## src/rtl/lfsr_gen.sv

```systemverilog
// lfsr_gen: parametrised Fibonacci/Galois LFSR with programmable taps/seed,
// valid/ready output, zero-state recovery and sequence-period measurement.
module lfsr_gen #(
    parameter int              WIDTH        = 8,
    parameter logic [WIDTH-1:0] DEFAULT_TAPS = WIDTH'(8'hB8),
    parameter logic [WIDTH-1:0] DEFAULT_SEED = WIDTH'(8'h01)
) (
    input  logic             clock,
    input  logic             resetN,
    input  logic [WIDTH-1:0] seedIn,
    input  logic             seedLoad,
    input  logic [WIDTH-1:0] tapIn,
    input  logic             tapEn,
    input  logic             mode,
    input  logic             outReady,
    output logic [WIDTH-1:0] out,
    output logic             outValid,
    output logic             bitOut,
    output logic             lockup,
    output logic [WIDTH-1:0] period,
    output logic             periodValid
);
    typedef enum logic {IDLE, RUN} state_t;
    state_t           r_fsm;
    logic [WIDTH-1:0] r_state, r_taps, r_ref, r_cnt, r_period;
    logic             r_valid, r_lockup, r_pvalid;
    logic             w_step, w_fb, w_msb, w_cap;
    logic [WIDTH-1:0] w_fib, w_gal, w_calc, w_next, w_seed;

    assign w_step = (r_fsm == RUN) & r_valid & outReady & !seedLoad;
    assign w_fb   = ^(r_state & r_taps);
    assign w_fib  = {r_state[WIDTH-2:0], w_fb};
    assign w_msb  = r_state[WIDTH-1];
    assign w_gal  = {r_state[WIDTH-2:0], w_msb} ^ ({WIDTH{w_msb}} & {r_taps[WIDTH-1:1], 1'b0});
    assign w_calc = mode ? w_gal : w_fib;
    assign w_next = (w_calc == '0) ? DEFAULT_SEED : w_calc;
    assign w_seed = (seedIn == '0) ? DEFAULT_SEED : seedIn;
    // A saturated counter can no longer yield a trustworthy period, so never capture then.
    assign w_cap  = (w_next == r_ref) & !r_pvalid & !(&r_cnt);

    always_ff @(posedge clock or negedge resetN) begin
        if (!resetN) begin
            r_fsm    <= IDLE;
            r_state  <= '0;
            r_valid  <= 1'b0;
            r_taps   <= DEFAULT_TAPS;
            r_ref    <= '0;
            r_cnt    <= '0;
            r_period <= '0;
            r_pvalid <= 1'b0;
            r_lockup <= 1'b0;
        end else begin
            r_lockup <= 1'b0;
            if (tapEn) r_taps <= tapIn;
            if (seedLoad) begin
                r_fsm    <= RUN;
                r_valid  <= 1'b1;
                r_state  <= w_seed;
                r_ref    <= w_seed;
                r_lockup <= (seedIn == '0);
                r_cnt    <= '0;
                r_pvalid <= 1'b0;
            end else if (w_step) begin
                r_state  <= w_next;
                r_lockup <= (w_calc == '0);
                r_cnt    <= (&r_cnt) ? r_cnt : r_cnt + 1'b1;
                if (w_cap) begin
                    r_period <= r_cnt + 1'b1;
                    r_pvalid <= 1'b1;
                end
            end
        end
    end

    assign out         = r_state;
    assign outValid    = r_valid;
    assign bitOut      = r_state[WIDTH-1];
    assign lockup      = r_lockup;
    assign period      = r_period;
    assign periodValid = r_pvalid;
endmodule
```

## config.mk

```make
export PLATFORM = sky130hd
export DESIGN_NAME = lfsr_gen
export DESIGN_NICKNAME = d
export VERILOG_FILES = /design/src/rtl/lfsr_gen.sv
export SDC_FILE = /design/constraint.sdc
export NUM_CORES = 1
export LEC_CHECK = 0
export ABC_AREA = 1
export CAP_MARGIN = 10
export CORE_UTILIZATION = 42
export DETAILED_ROUTE_END_ITERATION = 10
export HOLD_SLACK_MARGIN = 0.15
export MAX_ROUTING_LAYER = met4
export PLACE_DENSITY = 0.66
export SLEW_MARGIN = 25
export SYNTH_ARGS = -nofsm -noshare
export SYNTH_HDL_FRONTEND = slang
export SYNTH_SLANG_ARGS = --single-unit
```

## constraint.sdc

```tcl
create_clock -name clock -period 3.03 [get_ports clock]
set_input_delay 0.909 -clock clock [delete_from_list [all_inputs] [get_ports clock]]
set_output_delay 0.909 -clock clock [all_outputs]
set_load 0.05 [all_outputs]
```

Yosys cells after proc, flatten, opt, wreduce, memory -nomap -nowiden
Index checks and enable logic that the tools add are counted.
W data, S select, Z words.

word-level totals
  bits in registers = 43
  input port bits = 22
  output and inout port bits = 20
  word-level logic and storage cells = 44

operators by class
  add/sub/neg operators = 1
  equal/unequal tests = 2
  mux-type cells = 13
  bitwise operators = 8
  reductions and logical operators = 12

operators with widths
  operator               count
  $mux W8                8
  $and A8 B8 Y8          2
  $logic_not A8 Y1       2
  $add A8 B1 Y8 const B  1
  $eq A8 B8 Y1           1
  $reduce_and A8 Y1      1
  $reduce_xor A8 Y1      1
  $xor A8 B8 Y8          1
  $mux W1                5
  $and A1 B1 Y1          4
  $reduce_and A2 Y1      2
  $reduce_bool A2 Y1     2
  $logic_not A1 Y1       3
  $reduce_and A3 Y1      1
  $ne A2 B2 Y1 const B   1
  $not A1 Y1             1

Logic depth before layout (Yosys ltp)
  word-level depth = 11
  mapped depth = 14
  mapped depth without buffers = 14

Least setup slack after synthesis
OpenSTA, ideal clock, no wires.

  path kind = in2reg
  from = input mode
  to = register r_period[0], in the netlist period[0]
  library setup time = 0.119 ns
  data arrival time = 2.054 ns
  data required time = 2.911 ns
  path slack = 0.857 ns
  stages = 12
  buffers on the path = 1
  path through = nand2_2 buf_6 o21ai_4 nand2_2 nand2_1 nand3_1 nor2_1 nand2_1 nor2_4 nand3_4 nand2_1 nand2_1

between the ends
  longest elaborated chain between the ends = 7

RTL lines
  what                                    line  RTL
  from (decl)                             14    input logic mode,
  $mux W8 (*)                             35    assign w_calc = mode ? w_gal : w_fib;
  $logic_not A8 Y1                        36    assign w_next = (w_calc == '0) ? DEFAULT_SEED : w_calc;
  $mux W8 (*)                             36
  $eq A8 B8 Y1 (*)                        39    assign w_cap = (w_next == r_ref) & !r_pvalid & !(&r_cnt);
  $and A1 B1 Y1 (*) (2 in a row)          39
  $reduce_and A3 Y1 (no source line) (*)  n/a
  to (signal assigned)                    68    r_period <= r_cnt + 1'b1;
  to (decl)                               25    logic [WIDTH-1:0] r_state, r_taps, r_ref, r_cnt, r_period;

Mark *: on every way between the ends. The rest lies on a longest branch, timed or not.
A chain may end at the register's enable or synchronous reset.

Worst setup path in the final report
  from = input mode
  to = register r_period[1], in the netlist period[1]

Same word-level chain as after synthesis.

==> reports/metrics.cfg <==
[status]
status=completed

[global_routing]
busiest_layer=met2
grt_pass1_vias=1986
grt_pass1_wl_um=9446
use_met1_pct=29.75
use_met3_pct=3.452
grt_max_degree=44
grtUsageMet2_pct=30.36
grtUsageTotal_pct=20.92
antenna_found_initial=0
grt_overflow_total=0

[sta]
finalHoldViolCount=0
tns_ns=0
relSlewSlack_pct=59.89
final_max_slew_viol_count=0
clock.fmax_ghz=0.3796
fin_crit_sh_pct=86.94
tightest_slew_ns=0.5994
period_needed_ns=2.634
setup_viol=0
rsz0062_at_grt=no
clock_skew_ns=0.005406

[cells_and_area]
layout_common_cells=nand2_1 (103), inv_1 (40), clkdlybuf4s50_1 (40)
postLayoutCoreUtil_pct=56.32
final_layout_size_suffix_gt1_share_pct=10.37
final_nets=369
fillers=512
regArea_um2=1081
diodes=0
multi_input_area_um2=1102
area_growth_pct=25.37
final_common_cell=nand2_1

[drt]
wl_per_cell_um=12.98
first_iter_violations=103
via_per_inst=4.964
postRouteAntennaNets=0
num_vias=2070
wl_um=5413
drtPass1Iterations=4
route.detailed.drc=0

[synth]
synth_edf_count=0
synth_area_um2=2367
syn_avg_cell_area_um2=7.891
syn_inst=300
synth_flop_cell=dfrtp_1
yosys_warnings=0
async_reset_ff_share_pct=100.0
synthesis.nets=323
ys_types=32
ys_ff_latch=43
synth_seq_area_share_pct=45.67

[worst_setup_path]
r2r_slack_ns=0.95
r2r_start=out[7]
worst_ep_arrival_time_ns=2.82
startpoint_type=input port
cp-end-kind=flip-flop
crit_fanout=9
critPathKind=input port to flip-flop
timing.rr.end=period[1]
critPathMaxStageDelay_ns=0.44
cp.required_ns=3.22
ff2ff_path_depth=13
crit_top_cell=nand2_1
critPathSlowestCell=clkdlybuf4s50_1
path_cells=clkdlybuf4s50_1 > nand2_2 > buf_4 > o21bai_2 > nand2_1 > nand2_1 > nand2_1 > nand2_1 > nor2_1 > nand2_1 > nor2_4 > nand3_4 > nand2_1 > nand2_1

[flow_run]
max-cap-violations=0

[floorplan]
fp.dieW_um=77.08
pin_count=42
start_util_pct=44.92
die_y_um=77.08
core_um2=5270
rows=26
die-area_um2=5941

[clock_tree]
htreeDepth=2
clk_latency_ns=0.30
cts_resized=0
cts-root-buf=clkbuf_8
cts_tree=built
cts_hold_buf=0
clk_path_buf_depth=2
cts.sinks=43
path_clk_slew_ns=0.08
numCtsBuffers=5
postCtsSetupBuffers=0

[power]
p_leak_nw=1.454
ir_drop_mv=0.2402
powerDensity_nw_per_um2=488.1

[min_path]
hold_depth=2
holdPathEnd=period[6]
min_from=period[6]
hp-class=flip-flop to flip-flop

[placed_design]
hpwl_um=4116
numPortBuffers=41
gp_congestion=0.8600

==> critical path: cells and delay by family <==
kind                   cells  cell delay [ns]
and+or+nand+nor           11             1.18
buffers and inverters      2             0.67
AOI/OAI and AO/OA          1             0.08
==> cells in the mapped netlist (2+ instances only) <==
| cell type | n | area, um^2 |
|---|---|---|
| nor2_1 | 12 | 45.04 |
| nand3b_1 | 2 | 15.01 |
| clkbuf_1 | 3 | 11.26 |
| nand2_2 | 4 | 25.02 |
| o211ai_1 | 5 | 37.54 |
| dfrtp_1 | 39 | 975.9 |
| nand3_1 | 22 | 110.1 |
| o21ai_4 | 2 | 32.53 |
| nand2_1 | 103 | 386.6 |
| inv_1 | 40 | 150.1 |
| xor2_1 | 6 | 52.55 |
| o21bai_2 | 5 | 56.30 |
| nor3_1 | 2 | 10.01 |
| nand4_1 | 10 | 62.56 |
| o21ai_0 | 22 | 110.1 |
| xnor2_1 | 2 | 17.52 |
| o22ai_1 | 3 | 18.77 |
| dfstp_2 | 4 | 105.1 |
==> sequential cells by signal, indices dropped and copies added (netlist names) <==
| name | count |
|---|---|
| period | 8 |
| r_ref | 8 |
| lockup | 1 |
| periodValid | 1 |
| out | 8 |
| r_cnt | 8 |
| r_taps | 8 |
| outValid | 1 |
==> kinds of logic (layout without fill, tap and decap cells) <==
group / count (synthesis) / after routing / synth area share (%)
AOI/OAI and AO/OA: 38 / 38 / 10.99
xor gates and xnor gates: 8 / 8 / 2.960
adders and majority gates: 1 / 1 / 0.5285
buffers and inverters: 46 / 93 / 7.769
DFF: 43 / 43 / 45.67
muxes: 1 / 1 / 0.4757
and+or+nand+nor: 163 / 163 / 31.61
==> worst max path at each step <==
| stage | startpoint | cells after the start | to | slack, ns |
|---|---|---|---|---|
| 4_1_cts | mode | 14 | period[3] | 0.41 |
| 5_1_grt | mode | 14 | period[1] | 0.20 |
| 6_report | mode | 14 | period[1] | 0.40 |
| 2_1_floorplan | mode | 12 | period[0] | 0.86 |
| 3_5_place_dp | mode | 14 | period[3] | 0.09 |
| 3_3_place_gp | mode | 14 | period[7] | 0.12 |
==> layout make-up <==
| class | instances | area share, % |
|---|---|---|
| Clock buffer | 5 | 2.319 |
| Clock inverter | 3 | 1.476 |
| Inverter | 41 | 5.186 |
| Multi-Input combinational cell | 211 | 37.14 |
| Sequential cell | 43 | 36.43 |
| Tap cell | 70 | 2.951 |
| Timing Repair Buffer | 44 | 14.50 |
==> through the flow <==
| stage | hold WS (ns) | power (W) | worst slack, ns | instances | cell area (um^2) |
|---|---|---|---|---|---|
| after global routing | 0.5104 | 0.001526 | 0.2047 | 417 | 2968 |
| after floorplan | 0.4805 | 0.0008914 | 0.8566 | 300 | 2367 |
| after CTS | 0.4846 | 0.001459 | 0.4090 | 417 | 2965 |
| after global placement | 0.4619 | 0.001012 | 0.1201 | 409 | 2853 |
| after detailed placement | 0.4644 | 0.001015 | 0.08575 | 409 | 2853 |
| final | 0.4827 | 0.001449 | 0.3956 | 417 | 2968 |
==> metal layers <==
metal  part of all wire, %  wire [um]
met5                     0          0
met3                   4.0        216
met4                   1.5         81
met2                    43       2334
met1                    51       2781
==> power by group <==
group	switching [W]	leakage, nW	total (W)	internal [W]
sequential	0.0000388	0.543	0.000653	0.000614
combinational	0.000225	0.852	0.000352	0.000128
clock	0.000198	0.0581	0.000444	0.000245
Note: power is estimated with default switching activity, not from simulation.
